### src/rtl/hazard_scoreboard.sv
// Decode-stage hazard scoreboard: per-register forward/writeback latency counters
// drive decode stalls, fetch flush on redirect, and a saturating stall counter.
module hazard_scoreboard #(
    parameter int NUM_REGS = 8,
    parameter int REG_W    = 3,
    parameter int NUM_SRC  = 3,
    parameter int CNT_W    = 2,
    parameter int PERF_W   = 16
) (
    input  logic                     clk,
    input  logic                     rst_n,
    input  logic                     id_valid,
    input  logic [NUM_SRC*REG_W-1:0] id_src_reg,
    input  logic [NUM_SRC-1:0]       id_src_valid,
    input  logic [NUM_SRC-1:0]       id_src_early,
    input  logic [REG_W-1:0]         id_dst_reg,
    input  logic                     id_dst_valid,
    input  logic [CNT_W-1:0]         id_fwd_lat,
    input  logic [CNT_W-1:0]         id_wb_lat,
    input  logic                     pipe_hold,
    input  logic                     redirect,
    output logic                     stall_decode,
    output logic                     flush_fetch,
    output logic [NUM_REGS-1:0]      busy_map,
    output logic [PERF_W-1:0]        stall_count
);

    logic [CNT_W-1:0] fwd_cnt [NUM_REGS];
    logic [CNT_W-1:0] wb_cnt  [NUM_REGS];
    logic             hazard;
    logic             accept;

    // Early sources (branch condition, jump base) are read in decode and must wait
    // for writeback; all others only need the value to be forwardable to EX.
    always_comb begin
        hazard = 1'b0;
        for (int unsigned i = 0; i < NUM_SRC; i++) begin
            if (id_src_valid[i]) begin
                if (id_src_early[i])
                    hazard = hazard | (wb_cnt[id_src_reg[i*REG_W +: REG_W]] != '0);
                else
                    hazard = hazard | (fwd_cnt[id_src_reg[i*REG_W +: REG_W]] != '0);
            end
        end
    end

    assign stall_decode = id_valid & ~redirect & hazard;
    assign flush_fetch  = redirect;
    assign accept       = id_valid & ~stall_decode & ~redirect & ~pipe_hold;

    always_comb begin
        busy_map = '0;
        for (int unsigned r = 0; r < NUM_REGS; r++)
            busy_map[r] = (fwd_cnt[r] != '0) | (wb_cnt[r] != '0);
    end

    // A newly accepted writer replaces whatever countdown the register had.
    always_ff @(posedge clk or negedge rst_n) begin
        if (!rst_n) begin
            for (int unsigned r = 0; r < NUM_REGS; r++) begin
                fwd_cnt[r] <= '0;
                wb_cnt[r]  <= '0;
            end
        end else if (!pipe_hold) begin
            for (int unsigned r = 0; r < NUM_REGS; r++) begin
                if (accept && id_dst_valid && (id_dst_reg == REG_W'(r))) begin
                    fwd_cnt[r] <= id_fwd_lat;
                    wb_cnt[r]  <= id_wb_lat;
                end else begin
                    if (fwd_cnt[r] != '0) fwd_cnt[r] <= fwd_cnt[r] - 1'b1;
                    if (wb_cnt[r] != '0)  wb_cnt[r]  <= wb_cnt[r] - 1'b1;
                end
            end
        end
    end

    always_ff @(posedge clk or negedge rst_n) begin
        if (!rst_n)
            stall_count <= '0;
        else if (stall_decode && !pipe_hold && (stall_count != '1))
            stall_count <= stall_count + 1'b1;
    end

endmodule

### config.mk
export PLATFORM = sky130hd
export DESIGN_NAME = hazard_scoreboard
export DESIGN_NICKNAME = d
export VERILOG_FILES = /design/src/rtl/hazard_scoreboard.sv
export SDC_FILE = /design/constraint.sdc
export NUM_CORES = 1
export LEC_CHECK = 0
export ABC_AREA = 1
export CAP_MARGIN = 20
export CORE_UTILIZATION = 56
export CTS_CLUSTER_SIZE = 40
export DETAILED_ROUTE_END_ITERATION = 6
export GPL_ROUTABILITY_DRIVEN = 1
export GPL_TIMING_DRIVEN = 0
export PLACE_DENSITY = 0.87
export REMOVE_ABC_BUFFERS = 1
export SYNTH_ARGS = -nofsm -noshare
export SYNTH_HDL_FRONTEND = slang
export SYNTH_SLANG_ARGS = --single-unit
### constraint.sdc
create_clock -name clk -period 2.3 [get_ports clk]
set_input_delay 0.46 -clock clk [delete_from_list [all_inputs] [get_ports clk]]
set_output_delay 0.46 -clock clk [all_outputs]
set_load 0.01 [all_outputs]
==> flow_metrics.tcl <==
set metrics [dict create \
    status "complete, but fails checks" \
    violations "setup timing" \
    yosys_warnings 0 \
    fp.dieW_um 87.0 \
    placedCellCount 769 \
    p_int_w 0.00295 \
    wl_per_cell_um 15.3 \
    ys.flop_type "dfrtp_1" \
    area_growth_pct 25.1 \
    place_congestion 0.904 \
    port_buffers 53 \
    drive_above_1_share 0.135 \
    cts.sinks 48 \
    final.setup.worst_slack_ns -0.130 \
    grtUsageMet2 0.525 \
    stdcell_count 805 \
    hpwl_um 7560 \
    drc 0 \
    maxSlewViolCount 0 \
    vdd_drop_max_mv 0.606 \
    async_reset_ff_frac 1.00 \
    finalWorstPathRequiredPeriod_ns 2.43 \
    grt_util_all_layers 0.320 \
    drt_iter0_markers 477 \
    fp.dieH_um 87.0 \
    h-tree-depth 2 \
    rsz0062_at_grt "true" \
    sequentialPowerShare 0.274 \
    min_path_type "primary input to asynchronous set/reset pin" \
    finalClockSkew_ns 0.0172 \
    num_rows 30 \
    syn_inst 640 \
    grt_pass1_vias 4245 \
    p_sw_frac 0.480 \
    synth.area.top_cells "dfrtp_1 (30%), nand2_1 (27%), inv_1 (7.5%)" \
    clkPwrFrac 0.108 \
    crit_path_end_kind "output pin" \
    wirelength_um 12300 \
    holdBufCountCts 0 \
    dr.pass1.iters 5 \
    yosys-top-cells-count "nand2_1 (294), inv_1 (81), dfrtp_1 (48)" \
    via_count 4600 \
    worstMarginPinSlew_ns 0.563 \
    antenna_found_initial 0 \
    cts-buffers-inserted 5 \
    mappedNetlistArea_mm2 0.00405 \
    dp_worst_setup_slack_ns -1.75 \
    comb_power_share 0.618 \
    arrival_ns 1.97 \
    ant_nets 0 \
    max_freq_mhz 411 \
    p_per_area_mw_per_mm2 1120 \
    io_pins 54 \
    clockBufferDepth 2 \
    insertion_delay_ns 0.32 \
    syn_avg_cell_area_um2 6.32 \
    postSynthRegisterBits 48 \
    yosysTopAreaCell "dfrtp_1" \
    crit_path_max_fanout 3 \
    synth-edff-count 0 \
    grt_max_degree 29 \
    setup_violations 18 \
    initial_core_util 0.589 \
    design.core.area_mm2 0.00687 \
    clk_pin_slew_worst_paths_ns 0.10 \
    p_sw_w 0.00272 \
    top_usage_layer "met2" \
    clock-root-buffer "clkbuf_8" \
    finalHoldViolCount 0 \
    antennaDiodeCount 0 \
    maxCapViolCount 0 \
    fin_crit_sh 1.06 \
    synth_seq_area_share 0.297 \
    yosysMostFrequentCell "nand2_1" \
    overflow 0 \
    grt_pass1_wl_um 18800 \
    crit_type "register to output pin" \
    dieArea_mm2 0.00757 \
    relSlewSlack 0.625 \
    required_ns 1.84 \
    yosysUniqueCellTypes 32 \
    synth_top_area_share 0.297 \
    viasPerCell 5.71 \
    power_leakage_nw 2.60 \
    cts_tree "done" \
    use_met3 0.0512 \
    cp-start-kind "register" \
    fin_nets 755 \
    grt_use_met1 0.402 \
]
[registers in the layout (all words and copies together) (netlist names)]
signal,flops
wb_cnt,16
stall_count,16
fwd_cnt,16
[what timing repair did]
item | in CTS | in global routing
pin swaps | 14 | 6
endpoints found under the setup margin | 49 | 33
resized for setup | 64 | 7
setup buffers | 19 | 6
gates cloned | 4 | 1
[through the flow]
| step | utilization | TNS [ns] | instance area [µm²] | hold WS, ns | total power, W |
|---|---|---|---|---|---|
| after floorplan | - | -28.19 | 3900 | 0.164 | 0.00344 |
| after global placement | 0.662 | -140.82 | 4550 | 0.465 | 0.00414 |
| after detailed placement | 0.666 | -73.19 | 4570 | 0.458 | 0.00433 |
| after CTS | 0.726 | -0.0290 | 4990 | 0.130 | 0.00538 |
| after global routing | 0.737 | -3.22 | 5060 | 0.158 | 0.00611 |
| final | 0.737 | -0.848 | 5060 | 0.110 | 0.00567 |
[final timing paths]
check | depth (start not counted) | start | slack (ns) | endpoint
worst max-delay path | 12 | fwd_cnt[9] | -0.13 | stall_decode
worst min-delay path | 1 | rst_n | 0.11 | fwd_cnt[2]
worst max register to register | 13 | fwd_cnt[9] | -0.10 | wb_cnt[7]
worst min register to register | 2 | fwd_cnt[0] | 0.52 | fwd_cnt[0]
max in group asynchronous | 2 | rst_n | 1.65 | wb_cnt[14]
min in group clk | 2 | fwd_cnt[0] | 0.52 | fwd_cnt[0]
[final cells by class]
| cell class | instances | area [µm²] |
|---|---|---|
| clock buffer | 5 | 68.8 |
| clock inverter | 1 | 30.0 |
| fill | 523 | 1810 |
| inverter | 86 | 340 |
| multi-input combinational | 490 | 2580 |
| sequential | 48 | 1200 |
| tap | 96 | 120 |
| timing repair buffer | 79 | 724 |
[placed cells by master (no fill, tap or decap), drive strengths merged, types with 2 or more instances in the layout]
| cell type | n |
|---|---|
| a21oi | 19 |
| buf | 29 |
| clkbuf | 5 |
| clkdlybuf4s15 | 3 |
| clkdlybuf4s50 | 42 |
| dfrtp | 48 |
| dlygate4sd2 | 4 |
| ha | 17 |
| inv | 85 |
| nand2 | 294 |
| nand3 | 48 |
| nand4 | 37 |
| nor2 | 39 |
| nor3 | 6 |
| nor4 | 2 |
| o21ai | 12 |
| xnor2 | 4 |
| xor2 | 9 |
[logic make-up after synthesis]
kind of cell | share of synthesized area
AND/OR/NAND/NOR | 0.455
buffers and inverters | 0.118
flip-flops | 0.297
AO/OA/AOI/OAI | 0.0495
adder cells (fa/ha/maj) | 0.0526
XOR/XNOR | 0.0281
[critical path, cell delays in order, from the launching register on]
cell     delay (ns)
dfrtp_1        0.42
nor2_4         0.19
nand2_1        0.07
nand3_1        0.08
nand2_1        0.06
a21o_1         0.18
nor2_4         0.11
nor2_4         0.06
nor2_4         0.20
inv_4          0.06
nand3_2        0.05
inv_1          0.03
buf_2          0.12
[routing by layer]
metal	routed length [µm]	part of all wire
met3	1190	0.097
met2	5730	0.47
met5	0	0
met4	523	0.043
met1	4840	0.39
[power by group through the flow]
stage                     combinational [W]  clock [W]  sequential, W
final                               0.00350   0.000614        0.00155
after global routing                0.00388   0.000637        0.00159
after CTS                           0.00325   0.000605        0.00153
after detailed placement            0.00286          0        0.00147
after global placement              0.00269          0        0.00145
after floorplan                     0.00202          0        0.00143
(Power assumes the default switching activity.)
